<file path="config.mk">
export PLATFORM = sky130hd
export DESIGN_NAME = unsigned_mul_ha_pipe
export DESIGN_NICKNAME = d
export VERILOG_FILES = /design/src/rtl/unsigned_mul_ha_pipe.sv
export SDC_FILE = /design/constraint.sdc
export NUM_CORES = 1
export LEC_CHECK = 0
export CORE_ASPECT_RATIO = 0.75
export CORE_MARGIN = 5
export CORE_UTILIZATION = 60
export CTS_CLUSTER_DIAMETER = 50
export DETAILED_ROUTE_END_ITERATION = 10
export GPL_ROUTABILITY_DRIVEN = 0
export HOLD_SLACK_MARGIN = 0.1
export PLACE_DENSITY_LB_ADDON = 0.08
export SETUP_SLACK_MARGIN = 0.4
export SYNTH_ARGS = -nofsm -noshare
export SYNTH_HDL_FRONTEND = slang
export SYNTH_SLANG_ARGS = --single-unit
</file>
<file path="constraint.sdc">
create_clock -name clk -period 6.1 [get_ports clk]
set_clock_uncertainty 0.1 [all_clocks]
set_input_delay 0.61 -clock clk [delete_from_list [all_inputs] [get_ports clk]]
set_output_delay 0.61 -clock clk [all_outputs]
set_load 0.1 [all_outputs]
</file>
<file path="src/rtl/unsigned_mul_ha_pipe.sv">
// unsigned_mul_ha_pipe: 3-stage unsigned WxW multiplier built from paired half-adder partial-product rows.
// Define APPROX_HA_EN to replace overlap columns 1..APPROX_COLS of every pair with OR cells.
module unsigned_mul_ha_pipe #(
  parameter int W = 8,
  parameter int APPROX_COLS = 4
) (
  input  logic           clk,
  input  logic           rst_n,
  input  logic           in_valid,
  output logic           in_ready,
  input  logic [W-1:0]   x,
  input  logic [W-1:0]   y,
  output logic           out_valid,
  input  logic           out_ready,
  output logic [2*W-1:0] p,
  output logic           busy
);
`ifdef APPROX_HA_EN
  localparam bit APPROX = 1'b1;
`else
  localparam bit APPROX = 1'b0;
`endif
  localparam int AC = APPROX ? APPROX_COLS : 0;
  localparam int PW = 2 * W;
  localparam int NP = W / 2;

  logic           r_s0_v, r_s1_v, r_s2_v;
  logic [W-1:0]   r_x, r_y;
  logic [W:0]     r_t [NP];
  logic [W-2:0]   r_bo [NP];
  logic [PW-1:0]  r_p;
  logic [W:0]     w_t [NP];
  logic [W-2:0]   w_bo [NP];
  logic [PW-1:0]  w_sum;
  logic           w_rdy0, w_rdy1, w_rdy2;

  assign w_rdy2    = ~r_s2_v | out_ready;
  assign w_rdy1    = ~r_s1_v | w_rdy2;
  assign w_rdy0    = ~r_s0_v | w_rdy1;
  assign in_ready  = w_rdy0;
  assign out_valid = r_s2_v;
  assign p         = r_p;
  assign busy      = r_s0_v | r_s1_v | r_s2_v;

  // Row b is kept with its natural weight: w_b[c] = y[c-1] & x[2k+1].
  for (genvar k = 0; k < NP; k++) begin : g_pair
    logic [W-1:0] w_a;
    logic [W:1]   w_b;
    assign w_a = r_x[2*k] ? r_y : '0;
    assign w_b = r_x[2*k+1] ? r_y : '0;
    assign w_t[k][0] = w_a[0];
    assign w_t[k][W] = w_b[W];
    for (genvar c = 1; c < W; c++) begin : g_col
      if (c <= AC) begin : g_or
        assign w_t[k][c]    = w_a[c] | w_b[c];
        assign w_bo[k][c-1] = 1'b0;
      end else begin : g_ha
        assign w_t[k][c]    = w_a[c] ^ w_b[c];
        assign w_bo[k][c-1] = w_a[c] & w_b[c];
      end
    end
  end

  always_comb begin
    w_sum = '0;
    for (int k = 0; k < NP; k++)
      w_sum = w_sum + ((PW'(r_t[k]) + (PW'(r_bo[k]) << 2)) << (2 * k));
  end

  always_ff @(posedge clk or negedge rst_n) begin
    if (!rst_n) begin
      r_s0_v <= 1'b0;
      r_s1_v <= 1'b0;
      r_s2_v <= 1'b0;
      r_p    <= '0;
    end else begin
      if (w_rdy0) r_s0_v <= in_valid;
      if (w_rdy1) r_s1_v <= r_s0_v;
      if (w_rdy2) r_s2_v <= r_s1_v;
      if (w_rdy2 && r_s1_v) r_p <= w_sum;
    end
  end

  always_ff @(posedge clk) begin
    if (in_valid && w_rdy0) begin
      r_x <= x;
      r_y <= y;
    end
    if (w_rdy1 && r_s0_v) begin
      r_t  <= w_t;
      r_bo <= w_bo;
    end
  end
endmodule
</file>
==> flow_summary.ini, run 1 <==
[status]
status = complete, no violations

[finish]
drive_gt1_share_pct = 5.668
fin_nets = 607
multi_input_area_mm2 = 0.002658
regArea_mm2 = 0.002878
fillers = 702
fin_area_mm2 = 0.006531
diodes = 0
synthToLayoutAreaGrowth_pct = 14.22

[detailed_routing]
wl_um = 9668
vias = 3224
drc_errors = 0
viasPerCell = 5.183
first_iter_violations = 123
drt_pass1_iterations = 5
drt-wirelength-per-cell_um = 15.54
ant_nets = 0

[timing]
relSlewSlack_pct = 34.76
finalCritPeriodShare_pct = 71.94
tightest_slew_ns = 0.9756
finalHoldViolCount = 0
fmax_mhz = 227.9
tns_ns = 0
finalCriticalPeriod_ns = 4.388
drv_slew = 0
rsz0062_at_grt = false
setup_viol = 0

[clocking]
cts_resized = 0
cts-root-buf = clkbuf_16
clk_path_buf_depth = 2
cts_tree = built
clk_pin_slew_ns = 0.06
postCtsSetupBuffers = 0
cts-htree-levels = 3
numCtsBuffers = 9
cts.sinks = 99
clk_latency_ns = 0.34
cts_hold_buf = 0

[yosys]
synth_area_mm2 = 0.005718
yosys_warnings = 0
syn_avg_cell_area_um2 = 12.97
muxShareOfSynthArea_pct = 0.9847
synthSimpleGateAreaFrac_pct = 10.66
synthCells = 441
syn-num-nets = 559
synthAdderAreaFrac_pct = 24.33
ys_seq_area_share_pct = 50.33
synth_cell_type_count = 37
synth_compound_area_share_pct = 6.805
synth_top_family_by_area = adder cells
synth_xor_area_share_pct = 3.676
ys_ff_latch = 99

[setup_path]
crit_chain = ha_1, fa_1, a21oi_1, nor2_1, nor2_1, o21bai_1, a21oi_1, xor2_1, fa_1, inv_1, ha_1, ha_1, ha_1, and3_1, a211oi_2, o21ai_0, xnor2_1, o21ai_0
path_delay_family = adder cells
crit_buf_inv = 1
end_kind = flop
crit_path_start_kind = flop
critPathKind = reg2reg
worstPathArrival_ns = 4.47
crit_fanout = 5
slowest_stage = fa_1
crit_path_max_incr_delay_ns = 0.43
worstPathRequired_ns = 6.19
crit_top_cell = ha_1

[power]
p_comb_share_pct = 55.8
p_switching_w = 0.001425
p_leak_nw = 2.859
seq_power_share_pct = 28.2
clkPwrFrac_pct = 16.0
vdd.ir_drop.worst_mv = 0.2364
switching_share_pct = 43.88
p_int_w = 0.001823
power_density_mw_per_mm2 = 497.3

[global_route]
overflow = 0
grt_pass1_vias = 3455
grtUsageTotal_pct = 18.99
grt_first_pass_wirelength_um = 16590
antenna_found_initial = 0
grt_max_degree = 39

[floorplan]
rows = 30
fp.dieW_um = 122.7
dieHeight_um = 94.54
initial_utilization_pct = 62.43
io_pins = 39
core_mm2 = 0.009159
dieArea_mm2 = 0.01160

[flow_run]
cap_violations = 0

[placed_design]
dp_hpwl_um = 7372
place_area_mm2 = 0.006260
io_buffers = 38

[min_path]
hp-class = reg2reg
[path summary, 6_finish.rpt]
kind,start,to,slack [ns],cells past startpoint
setup / recovery,r_t[20],p[13],1.71,18
hold / removal,p[12],p[12],0.38,2
setup reg to reg,r_t[20],p[13],1.71,18
hold reg to reg,p[12],p[12],0.38,2
max in group asynchronous,rst_n,p[11],4.68,1
min in group asynchronous,rst_n,out_valid,0.67,1
[layer usage]
metal	track usage (%)	part of all wire, %
met1	25.91	48
met2	30.83	46
met3	4.251	3.9
met4	5.405	1.2
met5	0	0
[worst register-to-register path, stage by stage, from the launching register on]
cell and delay, ns:
edfxtp_1 0.36, ha_1 0.23, fa_1 0.41, a21oi_1 0.15
nor2_1 0.05, nor2_1 0.17, o21bai_1 0.08, a21oi_1 0.18
xor2_1 0.19, fa_1 0.43, inv_1 0.07, ha_1 0.22
ha_1 0.30, ha_1 0.36, and3_1 0.20, a211oi_2 0.32
o21ai_0 0.15, xnor2_1 0.16, o21ai_0 0.09
[flip-flops by register name (all words and copies together), names as in the netlist]
signal,cells
r_t,36
r_bo,28
p,16
r_x,8
r_y,8
out_valid,1
r_s0_v,1
r_s1_v,1
[final cells by class]
| type | count | share of cell area [%] |
|---|---|---|
| Clock inverter | 5 | 0.5939 |
| Clock buffer | 11 | 3.563 |
| Multi-Input combinational cell | 293 | 40.69 |
| Timing Repair Buffer | 39 | 5.939 |
| Tap cell | 128 | 2.452 |
| Inverter | 47 | 2.701 |
| Sequential cell | 99 | 44.06 |
[cells in the final DEF, fill, tap and decap left out, types with 3 or more instances in the layout]
| cell type | synthesis | final |
|---|---|---|
| o21bai_1 | 5 | 5 |
| inv_1 | 47 | 47 |
| o21a_1 | 3 | 3 |
| xnor2_1 | 12 | 12 |
| ha_1 | 76 | 76 |
| o21ai_0 | 13 | 13 |
| mux2_2 | 5 | 5 |
| a21oi_1 | 15 | 15 |
| and2_1 | 66 | 65 |
| nand2_1 | 18 | 18 |
| fa_1 | 22 | 22 |
| edfxtp_1 | 80 | 80 |
| xor2_1 | 12 | 12 |
| clkdlybuf4s50_1 | 0 | 38 |
| nand3_1 | 3 | 3 |
| clkbuf_16 | 0 | 9 |
| dfrtp_1 | 19 | 19 |
| nand2b_1 | 5 | 5 |
| a21o_1 | 6 | 6 |
| nor2_1 | 9 | 9 |
[synthesized netlist by cell type]
| cell | instances | area [um^2] |
|---|---|---|
| a21o_1 | 6 | 45.04 |
| clkbuf_1 | 2 | 7.510 |
| xor2_1 | 12 | 105.1 |
| nand3_1 | 3 | 15.01 |
| a211oi_1 | 1 | 7.510 |
| nor2_1 | 9 | 33.78 |
| nor2b_1 | 2 | 12.51 |
| o211ai_1 | 1 | 7.510 |
| edfxtp_1 | 80 | 2402 |
| inv_1 | 47 | 176.4 |
| fa_1 | 22 | 440.4 |
| a21oi_1 | 15 | 75.07 |
| nor3b_1 | 1 | 7.510 |
| a21boi_0 | 2 | 15.01 |
| o21ai_1 | 2 | 10.01 |
| and2_1 | 66 | 412.9 |
| and3b_1 | 1 | 8.760 |
| o21ai_2 | 1 | 8.760 |
| o2bb2ai_1 | 1 | 8.760 |
| a21o_2 | 1 | 8.760 |
| o21bai_1 | 5 | 37.54 |
| o31ai_1 | 1 | 7.510 |
| a21oi_2 | 2 | 17.52 |
| nand2_1 | 18 | 67.56 |
| a31oi_1 | 1 | 6.260 |
| nand2b_1 | 5 | 31.28 |
| mux2_2 | 5 | 56.30 |
| and3_1 | 1 | 6.260 |
| o21ai_0 | 13 | 65.06 |
| o21a_1 | 3 | 22.52 |
| nand3b_1 | 1 | 7.510 |
| dfrtp_1 | 19 | 475.5 |
| ha_1 | 76 | 950.9 |
| or3_1 | 1 | 6.260 |
| o31ai_4 | 1 | 21.27 |
| xnor2_1 | 12 | 105.1 |
| a211oi_2 | 2 | 25.02 |
[cell families after synthesis]
| kind of cell | Yosys count |
|---|---|
| buffers and inverters | 49 |
| xor gates and xnor gates | 24 |
| and+or+nand+nor | 108 |
| AOI/OAI and AO/OA | 58 |
| muxes | 5 |
| DFF | 99 |
| adders and majority gates | 98 |
[power by group through the flow]
stage	Sequential (W)	Clock, W	Combinational [W]
after CTS	0.000918	0.000535	0.00184
after global routing	0.000930	0.000565	0.00204
after floorplan	0.00127	0	0.00109
after detailed placement	0.000932	0	0.00182
after global placement	0.000927	0	0.00179
final	0.000916	0.000521	0.00181
[stage by stage]
step                hold WS, ns  std cells  total power (W)  util [%]  setup slack, ns
floorplan                0.2144        441         0.002360         -            2.072
global placement         0.3598        606         0.002713     68.35            1.861
detailed placement       0.3688        606         0.002756     68.35            1.732
CTS                      0.3829        622         0.003291     71.31            1.713
global route             0.3995        622         0.003531     71.31            1.413
finish                   0.3760        622         0.003248     71.31            1.712
Power figures use the tool's default switching activity.
==> run 2, diff against run 1 <==
CORE_UTILIZATION = 54   (was 60)
clock period = 3.65 ns   (was 6.1 ns; I/O delays follow)
==> run 2 against run 1 <==
Effect of this change: the flow now finishes with violations (negative setup slack); critical path depth is 1 higher; die area rose by 10%; first-iteration DRC count shrank 13%; cell count increased by 8.2%; non-clock buffer count up 43; register-to-register slack worse by 2.1 ns; worst hold slack better by 0.0024 ns; worst setup slack got worse by 2.1 ns; cell area is 11% higher; critical path type unchanged; critical endpoint is now p[15]; highest routed layer unchanged.
==> flow_summary.ini, run 2 (synthesized netlist as in run 1, its figures left out) <==
[status]
status = complete, but fails checks
violations = negative setup slack

[clocking]
cts_tree = built
cts.sinks = 99
cts-root-buf = clkbuf_16
numCtsBuffers = 9
cts_hold_buf = 0
clk_path_buf_depth = 2
clk_pin_slew_ns = 0.07
clk_latency_ns = 0.34
cts-htree-levels = 3

[finish]
final_common_cell = edfxtp_1
regMostFlops = r_t
utilization_pct = 70.02
drive_gt1_share_pct = 20.11
final_cells = 673
fin_nets = 650
largest_reg_flops = 36
diodes = 0
fillers = 698
mostFrequentLayoutCells = edfxtp_1, and2_1, ha_1
synthToLayoutAreaGrowth_pct = 26.50

[placed_design]
dp.cells = 638
io_buffers = 38
place_ws_ns = -0.4127
dp_hpwl_um = 7654

[setup_path]
crit_start = r_t[21]
end_kind = flop
crit_top_cell = ha_4
crit_buf_inv = 3
r2r_start = r_t[21]
crit_fanout = 5
worstPathArrival_ns = 4.12
worstPathRequired_ns = 3.74
crit_path_max_incr_delay_ns = 0.45
crit_path_start_kind = flop
path_delay_family = adder cells
crit_chain = buf_4, fa_2, a21oi_2, nor2_1, nor2_1, o21bai_1, a21oi_1, xor2_1, fa_1, inv_2, ha_4, ha_4, ha_4, and3_4, a211oi_4, buf_4, a21oi_2, xnor2_1, o21ai_1
critPathKind = reg2reg
slowest_stage = fa_1

[flow_run]
cap_violations = 0

[detailed_routing]
drt-wirelength-per-cell_um = 15.31
drt_pass1_iterations = 4
dr_wl_met3_um = 374
vias = 3402
wl_um = 10300
first_iter_violations = 107
ant_nets = 0
drc_errors = 0
viasPerCell = 5.055
topRoutingLayerUsed = met4
wl_met2_um = 4787
met1_length_um = 5037

[timing]
relSlewSlack_pct = 33.99
fmax_mhz = 248.0
rsz0062_at_grt = true
finalCritPeriodShare_pct = 110.5
setup_slack_ns = -0.3831
finalHoldViolCount = 0
setup_viol = 6
finalCriticalPeriod_ns = 4.033
tightest_slew_ns = 0.9870
drv_slew = 0

[min_path]
min_from = p[9]
hp-class = reg2reg

[global_route]
grt_first_pass_wirelength_um = 17440
grt_max_degree = 40
grtUsageTotal_pct = 17.52
antenna_found_initial = 0
grt_pass1_vias = 3644
overflow = 0

[floorplan]
io_pins = 39
core_mm2 = 0.01033
initial_utilization_pct = 55.35
dieArea_mm2 = 0.01277
fp.dieW_um = 128.8
dieHeight_um = 99.12
rows = 32
==> run 2: cell count changes in the layout (fill, tap and decap cells not counted), sizes merged <==
cell	change
clkinvlp	-1
bufinv	+2
buf	+44
clkdlybuf4s50	-1
inv	+1
clkbuf	-1
clkinv	-1
==> run 2: repair_timing <==
item / in CTS / in global routing
gates cloned: 0 / 0
gates resized for setup: 14 / 18
hold endpoints to repair: 0 / 0
buffers inserted: 15 / 4
endpoints found under the setup margin: 8 / 9
pin swaps: 27 / 17
==> run 2: per-stage QoR <==
| stage | setup TNS, ns | hold slack [ns] | instance area (um^2) |
|---|---|---|---|
| after floorplan | -0.1559 | -0.03059 | 5882 |
| after global routing | -3.237 | 0.4037 | 7233 |
| after detailed placement | -1.927 | 0.3706 | 6624 |
| final | -1.846 | 0.3784 | 7233 |
| after CTS | -1.959 | 0.3868 | 7102 |
| after global placement | -1.367 | 0.3602 | 6624 |
==> run 2: layout make-up <==
cell class	instances	area (um^2)	area share, %
multi-input cells	293	2929	40.49
flip-flops and latches	99	2878	39.79
repair buffers	82	762.0	10.53
clock buffers	10	229.0	3.166
inverters	47	178.9	2.474
well taps	136	170.2	2.353
clock inverters	6	86.33	1.194
==> run 2: per-layer routing <==
layer  track usage (%)  vias to the layer above
li1                  -                     1714
met1             24.32                     1625
met2             28.26                       51
met3             4.187                       12
met4             3.874                        0
met5                 0                        -
==> run 2: path summary, 6_finish.rpt <==
kind                           to  slack [ns]  cells past startpoint
min in group asynchronous  r_s0_v        0.44                      1
min reg2reg                  p[9]        0.38                      2
min                          p[9]        0.38                      2
max in group asynchronous   p[14]        2.43                      1
max                         p[15]       -0.38                     19
max reg2reg                 p[15]       -0.38                     19
==> run 2: worst reg2reg max path: stages (launching register included) <==
cell,delay (ns)
edfxtp_1,0.40
buf_4,0.16
fa_2,0.39
a21oi_2,0.13
nor2_1,0.05
nor2_1,0.14
o21bai_1,0.09
a21oi_1,0.19
xor2_1,0.22
fa_1,0.45
inv_2,0.08
ha_4,0.21
ha_4,0.24
ha_4,0.25
and3_4,0.16
a211oi_4,0.22
buf_4,0.16
a21oi_2,0.05
xnor2_1,0.13
o21ai_1,0.07
Power of run 2 is not shown: default switching activity piles up to over one toggle a cycle in this logic, so the estimate is an artifact.
==> run 3, diff against run 2 <==
PLACE_DENSITY_LB_ADDON = 0.15   (was 0.08)
SKIP_LAST_GASP = 1   (was not set)
TNS_END_PERCENT = 100   (was not set)
==> run 3 against run 2 <==
Effect of this change: the run still ends with negative setup slack left; fmax grew 1.6%; cell count shrank 3.1%; critical endpoint is now p[11]; critical path type unchanged; sequential share of layout area grew 1.6 points; utilization shrank 2.7 points; register-to-register slack gained 0.07 ns; worst hold slack lost 0.0024 ns; non-clock buffer count shrank 21; die area is the same; clock-buffer cell count shrank 1.
==> flow_summary.ini, run 3 (synthesized netlist as in run 1, its figures left out) <==
[finish]
synthToLayoutAreaGrowth_pct = 21.53
fin_nets = 629
fillers = 757
regMostFlops = r_t
final_common_cell = edfxtp_1
fin_area_mm2 = 0.006949
diodes = 0
mostFrequentLayoutCells = edfxtp_1, and2_1, ha_1
largest_reg_flops = 36
drive_gt1_share_pct = 15.70

[setup_path]
r2r_start = r_t[12]
critPathKind = reg2reg
worstPathArrival_ns = 4.05
crit_path_start_kind = flop
end_kind = flop
crit_fanout = 3
crit_start = r_t[12]
worstPathRequired_ns = 3.74

[power]
power_density_mw_per_mm2 = 951.6
vdd.ir_drop.worst_mv = 0.5825
p_leak_nw = 2.984

[timing]
finalCritPeriodShare_pct = 108.7
setup_slack_ns = -0.3180
setup_viol = 7
finalCriticalPeriod_ns = 3.968
tns_ns = -1.621
fmax_mhz = 252.0
tightest_slew_ns = 0.9927
relSlewSlack_pct = 33.62
finalHoldViolCount = 0
rsz0062_at_grt = true
drv_slew = 0

[global_route]
grtUsageTotal_pct = 17.17
grt_max_degree = 65
antenna_found_initial = 0
overflow = 0
grt_first_pass_wirelength_um = 16930
grt_pass1_vias = 3484

[floorplan]
io_pins = 39
rows = 32
core_mm2 = 0.01033
dieHeight_um = 99.12
initial_utilization_pct = 55.35
dieArea_mm2 = 0.01277
fp.dieW_um = 128.8

[clocking]
clk_latency_ns = 0.34
cts_tree = built
cts_hold_buf = 0
clk_pin_slew_ns = 0.07
numCtsBuffers = 9
cts-htree-levels = 3
cts-root-buf = clkbuf_16
clk_path_buf_depth = 2
cts.sinks = 99

[detailed_routing]
wl_um = 9784
ant_nets = 0
drc_errors = 0
drt-wirelength-per-cell_um = 15.01
viasPerCell = 5.061
first_iter_violations = 131
vias = 3300
drt_pass1_iterations = 4

[placed_design]
io_buffers = 38
dp_hpwl_um = 7375
place_area_mm2 = 0.006574

[flow_run]
cap_violations = 0

[status]
violations = negative setup slack
status = complete, but fails checks

[min_path]
min_from = p[9]
hp-class = reg2reg
## run 3: cell count changes in the layout (fill, tap and decap cells not counted), moves of 2 or more
cell	before	now
buf_6	11	0
buf_4	33	24
ha_1	61	63
ha_4	13	11
inv_1	43	45
inv_6	2	0
inv_8	0	2
## run 3: final cells by class
cell class | instances | area (um^2) | area share, %
clock buffers | 9 | 225.2 | 3.241
well taps | 136 | 170.2 | 2.449
multi-input cells | 293 | 2873 | 41.34
flip-flops and latches | 99 | 2878 | 41.41
repair buffers | 61 | 550.5 | 7.922
inverters | 47 | 176.4 | 2.539
clock inverters | 7 | 76.32 | 1.098
## run 3: per-layer routing
metal / up-vias / routed length, um / part of all wire, % / global-route usage (%)
met1: 1566 / 4735 / 48 / 23.80
met3: 17 / 349 / 3.6 / 3.382
met4: 0 / 158 / 1.6 / 5.085
met5: - / 0 / 0 / 0
li1: 1664 / - / - / -
met2: 53 / 4541 / 46 / 27.67
## run 3: final timing paths
kind                            slack [ns]  cells after the start    end
worst min register to register        0.38                      2   p[9]
worst min-delay path                  0.38                      2   p[9]
worst max register to register       -0.32                     13  p[11]
max in group asynchronous             2.48                      1  p[14]
min in group asynchronous             0.42                      1   p[1]
worst max-delay path                 -0.32                     13  p[11]
## run 3: per-stage QoR
| stage | util, % | std cells | setup WS [ns] | power [W] | hold slack, ns |
|---|---|---|---|---|---|
| floorplan | - | 441 | -0.08599 | 0.004454 | -0.03059 |
| global placement | 63.64 | 633 | -0.2905 | 0.005401 | 0.3598 |
| detailed placement | 63.64 | 633 | -0.3540 | 0.005451 | 0.3699 |
| CTS | 66.90 | 649 | -0.3079 | 0.006607 | 0.3853 |
| global route | 67.27 | 652 | -0.5021 | 0.007175 | 0.4001 |
| finish | 67.27 | 652 | -0.3180 | 0.006613 | 0.3760 |
## run 3: repair_timing
action / CTS / global route
gates cloned: 0 / 0
pin swaps: 5 / 6
endpoints found under the setup margin: 8 / 9
setup buffers: 0 / 3
resized for setup: 6 / 6
## run 3: critical path, cell delays in order, from the launching register on
cell	delay [ns]
edfxtp_1	0.42
buf_4	0.16
fa_2	0.41
xnor2_2	0.16
fa_1	0.53
fa_1	0.46
fa_1	0.54
inv_2	0.05
ha_4	0.22
and3_4	0.18
a211oi_4	0.25
buf_4	0.16
xor2_1	0.11
o21ai_0	0.09
## run 3: report_power, final
group | switching [W] | internal [W] | total, W
Combinational | 0.00221 | 0.00191 | 0.00412
Sequential | 0.0000950 | 0.00143 | 0.00153
Clock | 0.000429 | 0.000538 | 0.000967
==> variant 1 (config.mk and constraints of run 3) <==
The option `APPROX_HA_EN` is turned on by a define.
--- a/src/rtl/unsigned_mul_ha_pipe.sv
+++ b/src/rtl/unsigned_mul_ha_pipe.sv
@@ -1,5 +1,7 @@
 // unsigned_mul_ha_pipe: 3-stage unsigned WxW multiplier built from paired half-adder partial-product rows.
 // Define APPROX_HA_EN to replace overlap columns 1..APPROX_COLS of every pair with OR cells.
+`define APPROX_HA_EN
+
 module unsigned_mul_ha_pipe #(
   parameter int W = 8,
   parameter int APPROX_COLS = 4
Behaviour: not the same (Yosys sat finds a counterexample within 4 cycles, from zero or initial values and one cycle with rst_n low).
==> variant 1 against run 3 <==
Synthesized area decreased by 21%; setup slack gained 0.50 ns; total power shrank 29%; wire length fell by 18%; first-iteration DRC count increased by 21%; fmax is 14% higher; design area decreased by 20%; largest cell class unchanged; sequential share of layout area grew 1.7 points; largest power group unchanged; sequential cell count decreased by 16.
==> variant 1: results (changes against run 3) <==
outcome:
  status: "completed"
synth:
  ys_top_cells_by_area: "edfxtp_1, ha_1, dfrtp_1"
  seq_area_frac_synth: 0.530  # +0.0263
  synth-edff-count: 64  # -20%
  synth-async-reset-ratio: 0.229  # +0.0370
  ys_types: 35  # -5.4%
  synth_compound_area_frac: 0.0854  # +0.0174
  synth_fp_nets: 432  # -23%
  synth_xor_area_frac: 0.0213  # -0.0155
  synthMuxAreaShare: 0.0149  # +0.00508
  synth_common_cells: "edfxtp_1, ha_1, inv_1"
  synth-adder-area-share: 0.223  # -0.0200
global_route:
  grt_use_total: 0.174  # +0.00202
  grt_pass1_wl_um: 13600  # -20%
  grt_pass1_vias: 2780  # -20%
  grt_util_met1: 0.242  # +0.00375
  grtUsageMet3: 0.0447  # +0.0108
  grt_max_degree: 49  # -25%
  use_met2: 0.266  # -0.0104
sta:
  hold_slack_ns: 0.371  # -0.00495 ns
  max-slew-margin-rel: 0.282  # -0.0538
final_layout:
  fill_cells: 589  # -22%
  num-nets-final: 487  # -23%
  drive_gt1_frac: 0.174  # +0.0172
power_and_ir_drop:
  power_leakage_uw: 0.00235  # -21%
  ir_drop_mv: 0.683  # +17%
worst_setup_path:
  max_stage_delay_ns: 0.50  # -0.04 ns
  critPathArrivalTime_ns: 3.66  # -0.39 ns
  reg2reg_slack_ns: 0.18  # +0.50 ns
route:
  num_vias: 2718  # -18%
  wl_um: 8030  # -18%
  viasPerCell: 5.36  # +5.9%
clock_network:
  clock_latency_ns: 0.36  # +0.02 ns
  cts_root_buf: "clkbuf_8"
  clk_pin_slew_ns: 0.09  # +0.02 ns
placement:
  dpl.hpwl_um: 5720  # -23%
  place_inst: 481  # -24%
==> variant 1: final cells by class <==
| cell class | instances | area share |
|---|---|---|
| clock buffer | 10 | 0.0247 |
| clock inverter | 6 | 0.00855 |
| inverter | 47 | 0.0317 |
| multi-input combinational | 207 | 0.398 |
| sequential | 83 | 0.431 |
| tap | 105 | 0.0236 |
| timing repair buffer | 49 | 0.0828 |
==> variant 1: metrics by stage <==
| stage | cell area, um2 | setup slack [ns] |
|---|---|---|
| floorplan | 4660 | 0.259 |
| global placement | 5160 | 0.168 |
| detailed placement | 5160 | 0.133 |
| CTS | 5500 | 0.207 |
| global route | 5560 | 0.0841 |
| finish | 5560 | 0.181 |
==> variant 1: worst max-delay path, delay by kind of cell (launching register included) <==
kind                     cells  cell delay [ns]
adder cells (fa/ha/maj)      6             1.73
AO/OA/AOI/OAI                3             0.49
buffers and inverters        2             0.10
flip-flops                   1             0.34
AND/OR/NAND/NOR              2             0.49
XOR/XNOR                     1             0.15
==> variant 1: power by group <==
| part | internal [uW] | switching, uW | leakage [uW] | total, uW |
|---|---|---|---|---|
| registers | 1200 | 90.0 | 0.000855 | 1290 |
| clock network | 272 | 348 | 0.0000933 | 620 |
| logic | 1140 | 1640 | 0.00140 | 2770 |
==> variant 1: cells by family after synthesis <==
family,after synthesis
xor+xnor,11
buf+inv,52
mux,6
fa+ha+maj,70
compound gates,53
flops,83
simple gates,67
==> variant 1: metal layers <==
metal	vias up	wire length [um]
li1	1309	-
met1	1332	3780
met2	68	3760
met3	9	372
met4	0	112
met5	-	0
==> variant 1: worst paths after layout <==
check                              start      to  depth (start not counted)
worst max-delay path            r_bo[18]   p[15]                         14
worst min-delay path             r_t[27]    p[0]                          1
worst max register to register  r_bo[18]   p[15]                         14
worst min register to register   r_t[27]    p[0]                          1
max in group asynchronous          rst_n   p[12]                          1
min in group asynchronous          rst_n  r_s0_v                          1
==> variant 1: timing repair <==
| action | 4_1_cts | 5_1_grt |
|---|---|---|
| gates resized for setup | 20 | 7 |
| pin swaps | 21 | 21 |
| setup buffers | 6 | 4 |
| setup endpoints to repair | 6 | 7 |
==> variant 2 (config.mk and constraints of run 3) <==
Made on the original files. Reset style: synchronous (`rst_n`), changed in one clocked block.
--- a/src/rtl/unsigned_mul_ha_pipe.sv
+++ b/src/rtl/unsigned_mul_ha_pipe.sv
@@ -67,7 +67,7 @@
       w_sum = w_sum + ((PW'(r_t[k]) + (PW'(r_bo[k]) << 2)) << (2 * k));
   end
 
-  always_ff @(posedge clk or negedge rst_n) begin
+  always_ff @(posedge clk) begin
     if (!rst_n) begin
       r_s0_v <= 1'b0;
       r_s1_v <= 1'b0;
Function: differs if rst_n is asserted again (counterexample within 4 cycles, from zero or initial values and one cycle with rst_n low); with rst_n held inactive, the same outputs for 4 cycles.
==> variant 2 against run 3 <==
The run still ends with negative setup slack left; global-route usage is 0.49 points higher; wire length is 11% higher; critical path depth rose by 1; synthesized area grew 0.24%; sequential cell count is the same; setup slack worse by 0.095 ns; total power decreased by 17%; non-clock buffer count up 13; count of clock-buffer cells in the layout unchanged; design area increased by 2.3%; critical path type unchanged; largest cell class is now multi-input gates.
==> variant 2: results (changes against run 3) <==
outcome:
  status: "complete, but fails checks"
  violations: "negative setup slack"
sta:
  setup_viol: 8  # +1
  hold_slack_ns: 0.366  # -0.0102 ns
  max-slew-margin-rel: 0.349  # +0.0126
  setup_ws_ns: -0.413  # -0.0945 ns
clock_network:
  htree_num_levels: 3  # unchanged
  clk_pin_slew_ns: 0.07  # about the same
  cts_buffers: 9  # unchanged
  cts_root_buf: "clkbuf_16"
placement:
  dpl_worst_slack_ns: -0.512  # -0.158 ns
  dpl.hpwl_um: 7820  # +6.0%
worst_setup_path:
  critPathArrivalTime_ns: 4.23  # +0.18 ns
  cp-endpoint: "p[15]"
  slowest_stage: "fa_1"
  critPathTopFamily: "adder cells"
  critPathLaunch: "r_bo[8]"
  r2r_cells: 14  # +1
  critPathMaxFanout: 2  # -1
global_route:
  grt_pass1_wl_um: 17700  # +4.7%
  grt_max_degree: 65  # unchanged
  antenna_found_initial: 0  # unchanged
  grt_pass1_vias: 3584  # +2.9%
  grt_use_total: 0.177  # +0.00486
final_layout:
  num-nets-final: 663  # +5.4%
  largest_register_ffs: 36  # unchanged
  fill_cells: 744  # -1.7%
  drive_gt1_frac: 0.180  # +0.0234
  largest-register: "r_t"
synth:
  synth_fp_nets: 584  # +4.5%
  synth-async-reset-ratio: 0  # -0.192
  synthMuxAreaShare: 0.00175  # -0.00810
  ys_top_cells_by_area: "edfxtp_1, ha_1, fa_1"
  synth_compound_area_frac: 0.0781  # +0.0101
  ys_types: 41  # +11%
  synth_common_cells: "edfxtp_1, ha_1, and2_1"
  seq_area_frac_synth: 0.485  # -0.0178
  synth_xor_area_frac: 0.0314  # -0.00533
  synth-adder-area-share: 0.243  # -0.000584
worst_hold_path:
  hp-class: "reg2reg"
route:
  viasPerCell: 5.24  # +3.5%
  drc: 0  # unchanged
  first_iter_violations: 187  # +43%
  wl_per_cell_um: 15.8  # +5.4%
power_and_ir_drop:
  powerClk_uw: 930  # -3.8%
  pg_seq_uw: 1410  # -8%
  ir_drop_mv: 0.433  # -26%
  power_leakage_uw: 0.00295  # -1.2%
  swShare: 0.384  # -0.0294
-- variant 2: changes by cell type in the layout (fill, tap and decap cells not counted), sizes merged, moves of 4 or more --
cell    delta
dfrtp     -19
dfxtp     +19
buf       +13
a21boi     +7
xor2       -6
mux2       -5
nand2      +5
nor2b      +5
a21oi      +4
-- variant 2: layer usage --
metal / part of all wire / global-route usage / vias up
li1: - / - / 1784
met1: 0.49 / 0.249 / 1724
met2: 0.46 / 0.281 / 67
met3: 0.038 / 0.0365 / 15
met4: 0.016 / 0.0428 / 0
met5: 0 / 0 / -
-- variant 2: final cells by class --
type,instances,area (um2),share of cell area
Multi-Input combinational cell,316,3040,0.427
Tap cell,136,170,0.0239
Inverter,45,169,0.0238
Sequential cell,99,2780,0.391
Clock inverter,6,65.1,0.00915
Clock buffer,9,225,0.0317
Timing Repair Buffer,74,663,0.0933
-- variant 2: how the worst min path moves through the flow --
stage	startpoint	end	depth (start not counted)
6_report	p[7]	p[7]	2
5_1_grt	p[7]	p[7]	2
4_1_cts	p[7]	p[7]	2
3_5_place_dp	p[7]	p[7]	2
3_3_place_gp	p[7]	p[7]	2
2_1_floorplan	x[0]	r_x[0]	0
-- variant 2: what timing repair did --
item / 4_1_cts / 5_1_grt
resized for setup: 18 / 18
buffers inserted: 0 / 4
setup endpoints to repair: 9 / 9
pin swaps: 16 / 25
-- variant 2: stage by stage --
step / setup TNS (ns) / total power [uW] / cell area (um2) / cells
floorplan: -1.02 / 3250 / 5840 / 466
finish: -2.19 / 5470 / 7110 / 685
global route: -3.40 / 5820 / 7110 / 685
CTS: -2.62 / 5180 / 6980 / 681
global placement: -1.96 / 3990 / 6610 / 666
detailed placement: -2.45 / 4040 / 6610 / 666
